`src/rtl/tt_um_jleugeri_ttt_scheduler.sv`:
```
// Token-exchange round sequencer: snapshots per-processor start/stop events on go,
// scans sources in order and streams (target, delta) beats over valid/ready.
module tt_um_jleugeri_ttt_scheduler #(
  parameter int NUM_PROCESSORS = 10,
  parameter int IDX_W          = $clog2(NUM_PROCESSORS),
  parameter int MAX_FANOUT     = 8,
  parameter int LEN_W          = $clog2(MAX_FANOUT + 1)
) (
  input  logic                        clk,
  input  logic                        rst_n,
  input  logic                        go_in,
  input  logic [2*NUM_PROCESSORS-1:0] tstartstop_in,
  input  logic                        cfg_we,
  input  logic [IDX_W-1:0]            cfg_src,
  input  logic [IDX_W-1:0]            cfg_base,
  input  logic [LEN_W-1:0]            cfg_len,
  output logic                        busy_out,
  output logic                        done_out,
  output logic [IDX_W-1:0]            src_idx_out,
  output logic                        tgt_valid,
  input  logic                        tgt_ready,
  output logic [IDX_W-1:0]            tgt_idx,
  output logic [1:0]                  tgt_delta
);

  typedef enum logic [1:0] {S_IDLE, S_SCAN, S_DISPATCH, S_DONE} state_t;

  localparam logic [IDX_W-1:0] LAST_SRC = IDX_W'(NUM_PROCESSORS - 1);
  localparam logic [IDX_W:0]   N_EXT    = (IDX_W + 1)'(NUM_PROCESSORS);
  localparam logic [LEN_W-1:0] MAX_LEN  = LEN_W'(MAX_FANOUT);

  state_t                        state_q, state_d;
  logic [2*NUM_PROCESSORS-1:0]   evt_q, evt_d;
  logic [IDX_W-1:0]              src_q, src_d;
  logic [LEN_W-1:0]              k_q, k_d;
  logic [IDX_W-1:0]              base_q [NUM_PROCESSORS];
  logic [LEN_W-1:0]              len_q  [NUM_PROCESSORS];

  logic [IDX_W-1:0] cur_base;
  logic [LEN_W-1:0] cur_len;
  logic             ev_start, ev_stop;
  logic [1:0]       delta;
  logic [IDX_W:0]   sum, wrapped;
  logic             cfg_ok;

  assign cur_base = base_q[src_q];
  assign cur_len  = len_q[src_q];
  assign ev_start = evt_q[{src_q, 1'b0}];
  assign ev_stop  = evt_q[{src_q, 1'b1}];

  always_comb begin
    delta = 2'b00;
    unique case ({ev_stop, ev_start})
      2'b01:   delta = 2'b01;
      2'b10:   delta = 2'b11;
      default: delta = 2'b00;
    endcase
  end

  // base < N and k < MAX_FANOUT <= N, so one conditional subtract is a full mod-N reduction.
  assign sum     = (IDX_W + 1)'(cur_base) + (IDX_W + 1)'(k_q);
  assign wrapped = (sum >= N_EXT) ? (sum - N_EXT) : sum;

  assign busy_out    = (state_q != S_IDLE);
  assign done_out    = (state_q == S_DONE);
  assign tgt_valid   = (state_q == S_DISPATCH);
  assign src_idx_out = src_q;
  assign tgt_idx     = tgt_valid ? wrapped[IDX_W-1:0] : '0;
  assign tgt_delta   = tgt_valid ? delta : '0;

  always_comb begin
    state_d = state_q;
    evt_d   = evt_q;
    src_d   = src_q;
    k_d     = k_q;
    unique case (state_q)
      S_IDLE: begin
        if (go_in) begin
          state_d = S_SCAN;
          evt_d   = tstartstop_in;
          src_d   = '0;
        end
      end
      S_SCAN: begin
        if (delta != 2'b00 && cur_len != '0) begin
          state_d = S_DISPATCH;
          k_d     = '0;
        end else if (src_q == LAST_SRC) begin
          state_d = S_DONE;
        end else begin
          src_d = src_q + 1'b1;
        end
      end
      S_DISPATCH: begin
        if (tgt_ready) begin
          if (k_q == cur_len - LEN_W'(1)) begin
            if (src_q == LAST_SRC) begin
              state_d = S_DONE;
            end else begin
              state_d = S_SCAN;
              src_d   = src_q + 1'b1;
            end
          end else begin
            k_d = k_q + 1'b1;
          end
        end
      end
      S_DONE:  state_d = S_IDLE;
      default: state_d = S_IDLE;
    endcase
  end

  always_ff @(posedge clk or negedge rst_n) begin
    if (!rst_n) begin
      state_q <= S_IDLE;
      evt_q   <= '0;
      src_q   <= '0;
      k_q     <= '0;
    end else begin
      state_q <= state_d;
      evt_q   <= evt_d;
      src_q   <= src_d;
      k_q     <= k_d;
    end
  end

  // Writes only land in IDLE, so the table is frozen for the whole round.
  assign cfg_ok = (state_q == S_IDLE) && cfg_we &&
                  (cfg_src <= LAST_SRC) && (cfg_base <= LAST_SRC);

  always_ff @(posedge clk or negedge rst_n) begin
    if (!rst_n) begin
      for (int unsigned i = 0; i < NUM_PROCESSORS; i++) begin
        base_q[i] <= '0;
        len_q[i]  <= '0;
      end
    end else if (cfg_ok) begin
      base_q[cfg_src] <= cfg_base;
      len_q[cfg_src]  <= (cfg_len > MAX_LEN) ? MAX_LEN : cfg_len;
    end
  end

endmodule

```
`config.mk`:
```
export PLATFORM = sky130hd
export DESIGN_NAME = tt_um_jleugeri_ttt_scheduler
export DESIGN_NICKNAME = d
export VERILOG_FILES = /design/src/rtl/tt_um_jleugeri_ttt_scheduler.sv
export SDC_FILE = /design/constraint.sdc
export NUM_CORES = 1
export LEC_CHECK = 0
export CAP_MARGIN = 0
export CELL_PAD_IN_SITES_DETAIL_PLACEMENT = 0
export CELL_PAD_IN_SITES_GLOBAL_PLACEMENT = 1
export CORE_ASPECT_RATIO = 1.25
export CORE_MARGIN = 10
export CORE_UTILIZATION = 43
export DETAILED_ROUTE_END_ITERATION = 16
export HOLD_SLACK_MARGIN = 0.03
export PLACE_DENSITY_LB_ADDON = 0.3
export SLEW_MARGIN = 0
export SYNTH_ARGS = -nofsm -noshare
export SYNTH_HDL_FRONTEND = slang
export SYNTH_SLANG_ARGS = --single-unit
```
`constraint.sdc`:
```
create_clock -name clk -period 4.6 [get_ports clk]
set_input_delay 1.15 -clock clk [delete_from_list [all_inputs] [get_ports clk]]
set_output_delay 1.15 -clock clk [all_outputs]
set_load 0.02 [all_outputs]
```
Yosys cells after proc, flatten, opt, wreduce, memory -nomap -nowiden
Index checks and enable logic that the tools add are counted.
{"block": "totals", "ff_bits": 110, "latchBits": 0, "ram_bits": 0, "mem_bits_ro": 0, "in_bits": 37, "out_inout_bits": 13, "elab_cells": 105, "mem_count": 0}
{"block": "classes", "addsub": 5, "multipliers": 0, "div_mod_pow": 0, "magnitude_cmp": 9, "eq_ne": 14, "shift": 0, "n_mux": 36, "n_bitwise": 2, "n_reduce_logical": 15}
{"operator": "$bwmux W40", "count": 2}
{"operator": "$mux W4", "count": 16}
{"operator": "$bmux W4 S4", "count": 2}
{"operator": "$demux W4 S4", "count": 1}
{"operator": "$mux W2", "count": 7}
{"operator": "$lt A5 B6 Y1 const B", "count": 2}
{"operator": "$pmux W4 S3", "count": 1}
{"operator": "$ge A5 B5 Y1 const B", "count": 2}
{"operator": "$not A4 Y5", "count": 2}
{"operator": "$add A4 B1 Y4 const B", "count": 2}
{"operator": "$bmux W1 S4", "count": 2}
{"operator": "$le A4 B4 Y1 const B", "count": 2}
{"operator": "$ne A2 B2 Y1 const B", "count": 4}
{"operator": "$pmux W2 S4", "count": 1}
{"operator": "$pmux W4 S2", "count": 1}
{"operator": "$reduce_and A4 Y1", "count": 2}
{"operator": "$eq A2 B2 Y1 const B", "count": 3}
{"operator": "$reduce_bool A2 Y1", "count": 3}
{"operator": "$add A4 B4 Y5", "count": 1}
{"operator": "$ge A5 B4 Y1 const B", "count": 1}
{"operator": "$logic_and A1 B1 Y1", "count": 5}
{"operator": "$lt A5 B1 Y1 const B", "count": 1}
{"operator": "$reduce_and A5 Y1", "count": 1}
{"operator": "$eq A2 B1 Y1 const B", "count": 2}
{"operator": "other kinds (13)", "count": 15}

Longest topological paths before layout
{"block": "logic_depth", "depth_word": 9, "ltp_mapped": 15}

Worst setup path after synthesis
No wires, ideal clock.
{"block": "synth_path", "path_kind": "reg2out", "start": "register src_q[0], in the netlist src_idx_out[0]", "end": "output tgt_idx[2]", "arrival_time_ns": 4.143, "required_time_ns": 3.450, "path_slack_ns": -0.693, "path_stages_with_launch": 16, "path_cell_list": "dfrtp_1 -> buf_6 -> buf_4 -> buf_2 -> clkbuf_1 -> mux2_2 -> a22oi_1 -> o21ai_0 -> ha_1 -> fa_1 -> xnor2_1 -> ha_1 -> nand2_1 -> a21boi_0 -> nor2b_1 -> a211oi_1"}
{"block": "synth_via", "elab_chain_len": 8, "elab_cells_between_ends": 9, "cone_classes": "add/sub (2); order compare (1); mux (5); bitwise (1)"}
{"item": "start: declaration", "line_no": "34", "rtl": "logic [IDX_W-1:0] src_q, src_d;"}
{"item": "start signal: assignment", "line_no": "122", "rtl": "src_q <= src_d;"}
{"item": "$not A4 Y5 (implied by the code) (*)", "line_no": "46", "rtl": "assign cur_base = base_q[src_q];"}
{"item": "$bmux W4 S4 (*)", "line_no": "46"}
{"item": "$mux W4 (implied by the code) (*) (2 in series)", "line_no": "46"}
{"item": "$add A4 B4 Y5 (*)", "line_no": "61", "rtl": "assign sum = (IDX_W + 1)'(cur_base) + (IDX_W + 1)'(k_q);"}
{"item": "$sub A4 B4 Y4 or $ge A5 B4 Y1 (tied branches)", "line_no": "62", "rtl": "assign wrapped = (sum >= N_EXT) ? (sum - N_EXT) : sum;"}
{"item": "$mux W4 (*)", "line_no": "62"}
{"item": "$mux W4 (*)", "line_no": "68", "rtl": "assign tgt_idx = tgt_valid ? wrapped[IDX_W-1:0] : '0;"}
{"item": "end: declaration", "line_no": "22", "rtl": "output logic [IDX_W-1:0] tgt_idx,"}
Mark *: on every way between the ends. The rest lies on a longest branch, timed or not. The select of a mux whose other input is x is not followed.

Final worst setup path
Ends and elaborated chain as after synthesis.

==> impl_metrics.tcl <==
set metrics [dict create \
    nets 574 \
    clockBufferDepth 2 \
    path_class "register to output port" \
    regArea_sq_um 2754 \
    grt_pass1_wl_microns 22220 \
    io_pins 50 \
    finClkSkew_ns 0.006811 \
    synth-seq-cells 110 \
    critPathCaptureType "output port" \
    drt_iter0_drc 205 \
    drive_above_1_share 0.3162 \
    path_cells "mux4_2, a22oi_1, o21ai_0, ha_1, fa_2, xnor2_2, ha_2, nand2_1, a21boi_2, nor2b_1, a211oi_2, buf_2" \
    stdcell_count 696 \
    syn-num-nets 520 \
    cts_buffers 9 \
    outcome "completed" \
    clock-sinks 110 \
    p_comb_frac 0.456 \
    setup-tns-final_ns 0 \
    vias 3844 \
    postRouteAntennaNets 0 \
    synth.distinct_cells 58 \
    final_common_cell "dfrtp_1" \
    holdPathStages 2 \
    area_growth_pct 17.56 \
    clock_latency_ns 0.35 \
    period_share 0.9654 \
    ys_warn_count 0 \
    gp_congestion 0.8251 \
    power_per_cell_area_nw_per_um2 602.3 \
    wl_per_cell_microns 19.60 \
    p_sw_w 0.001462 \
    wirelength_microns 13640 \
    finish.instance_area_sq_um 6800 \
    crit_buf_inv 1 \
    hold_path.class "register to register" \
    fp.dieW_microns 123.7 \
    grt.total_usage 0.1551 \
    critPathMaxFanout 4 \
    max-slew-margin-rel 0.4231 \
    multi_input_area_sq_um 2899 \
    cts_tree "yes" \
    cp_top_family "adder cells" \
    crit_path_start_kind "register" \
    hpwl_microns 9997 \
    start_util 0.4372 \
    worst_slew_pin_slew_ns 0.8654 \
    io_buffers 49 \
    coreArea_sq_um 13230 \
    rr_worst_depth 12 \
    synth_ff_type "dfrtp_1" \
    power.total_w 0.004096 \
    first_pass_iters 4 \
    syn_area_per_cell_sq_um 12.36 \
    power_switching_share 0.3568 \
    antenna_found_initial 0 \
    die-area_sq_um 18520 \
    n_fill_cell 1198 \
    p_int_w 0.002635 \
    viasPerCell 5.523 \
    mostFrequentLayoutCells "109 x dfrtp_1, 88 x mux2_2, 45 x clkdlybuf4s50_1" \
    setup_viol 0 \
    diodes 0 \
    finalCriticalPeriod_ns 4.441 \
    p_clk_frac 0.187 \
    cp.arrival_ns 3.29 \
    rsz0062_at_grt "no" \
    rows 47 \
    grt_remaining_overflow 0 \
    netlist_area_sq_um 5784 \
    fmax_mhz 225.2 \
    drc 0 \
    crit_cells 12 \
    clk_pin_slew_ns 0.07 \
    yosysSeqAreaShare 0.4759 \
    synth_edf_count 0 \
    required_ns 3.45 \
    critical-path-max-stage-delay_ns 0.50 \
    die_y_microns 149.7 \
    htreeDepth 3 \
    placed_cell_area_sq_um 6509 \
    hold_viol_final 0 \
    seqPwrFrac 0.357 \
    cts-root-buf "clkbuf_16" \
    ir_worst_vdd_v 0.0002560 \
    ys_async_sr_fraction 1.000 \
    grt_max_degree 68 \
    syn_inst 468 \
    grt_pass1_vias 4114 \
    p_leak_nw 2.993 \
    cp_slowest_cell "mux4_2" \
    final-max-slew-violation-count 0 \
    placed_cells 680 \
    maxCapViolations 0 \
]
layer usage:
layer / wire length, microns / GRT usage
met4: 172 / 0.04901
met3: 565 / 0.03091
met2: 6942 / 0.2619
met1: 5960 / 0.1935
met5: 0 / 0
worst min-delay path, cell delays in order, from the launching register on:
cell and delay [ns]:
dfrtp_1 0.34, nand2_1 0.04, o21ai_0 0.06
kinds of logic after synthesis:
group	count (synthesis)	share of synthesized area
multiplexers	117	0.2626
AND/OR/NAND/NOR	110	0.09820
flip-flops	110	0.4759
AO/OA/AOI/OAI	75	0.08934
buffers and inverters	34	0.02834
adder cells (fa/ha/maj)	15	0.03374
XOR/XNOR	7	0.01190
power groups by stage:
stage                     logic, W  registers, W  clock network (W)
after floorplan            0.00139       0.00142                  0
after global placement     0.00182       0.00147                  0
after detailed placement   0.00186       0.00148                  0
after CTS                  0.00188       0.00147           0.000786
after global routing       0.00206       0.00150           0.000818
final                      0.00187       0.00146           0.000766
sequential cells by signal, summed over array words and instances (netlist names):
signal and flops:
evt_q 20, k_q 4, base_q 40, len_q 40, state_q 2, src_idx_out 4
cell type report:
| cell class | count | area share |
|---|---|---|
| multi-input combinational | 324 | 0.4263 |
| sequential | 110 | 0.4050 |
| timing repair buffer | 69 | 0.09163 |
| clock buffer | 11 | 0.03422 |
| tap | 171 | 0.03146 |
| clock inverter | 3 | 0.006992 |
| inverter | 8 | 0.004416 |
what timing repair did:
action | CTS | global route
cloned | 0 | 0
resized for setup | 12 | 5
pin swaps | 1 | 1
buffers inserted | 1 | 1
endpoints found under the setup margin | 3 | 3
hold buffers | 0 | 0
cell usage after synthesis (2+ instances only):
cell type    n  area (sq um)
mux4_1       2         52.55
buf_2        2         10.01
a31oi_1      3         18.77
a221oi_2     2         30.03
inv_1        7         26.28
a21oi_2      2         17.52
or2_4        2         17.52
clkbuf_1    17         63.81
a21o_1       2         15.01
a22oi_1      6         45.04
a211oi_2     2         25.02
buf_6        3         33.78
nor2b_1      6         37.54
nor2_4       2         22.52
nand3_1      6         30.03
and3_1       2         12.51
mux4_2      16         360.4
buf_4        3         22.52
nand4_1      2         12.51
nor2_1      22         82.58
a211oi_1     2         15.01
nand3b_1     4         30.03
nand2_1     37         138.9
xnor2_1      5         43.79
o21ai_0     29         145.1
or3_1        2         12.51
dfrtp_1    110          2753
o2bb2ai_1    3         26.28
and2_1       5         31.28
nor3b_1      2         15.01
o21ai_1      2         10.01
nand2b_1     9         56.30
and2b_1      2         15.01
a21oi_1      9         45.04
mux2i_1     10         100.1
nor3_1       3         15.01
mux2_2      88         991.0
ha_1        14         175.2
a22o_1       4         35.03
path summary, 6_finish.rpt:
kind	from	end	slack, ns
max in group asynchronous	rst_n	evt_q[11]	2.86
min in group asynchronous	rst_n	k_q[2]	0.88
worst max register to register	src_idx_out[0]	k_q[3]	1.19
worst min register to register	len_q[21]	len_q[21]	0.48
worst min-delay path	len_q[21]	len_q[21]	0.48
worst max-delay path	src_idx_out[0]	tgt_idx[2]	0.16
through the flow:
step / utilization / worst slack (ns) / hold slack, ns
after floorplan: - / 0.02700 / 0.4416
after global placement: 0.4919 / 0.03091 / 0.4563
after detailed placement: 0.4919 / -0.04166 / 0.4694
after CTS: 0.5139 / 0.01349 / 0.4857
after global routing: 0.5139 / 0.004865 / 0.5103
final: 0.5139 / 0.1590 / 0.4822
Note: power is estimated with default switching activity, not from simulation.
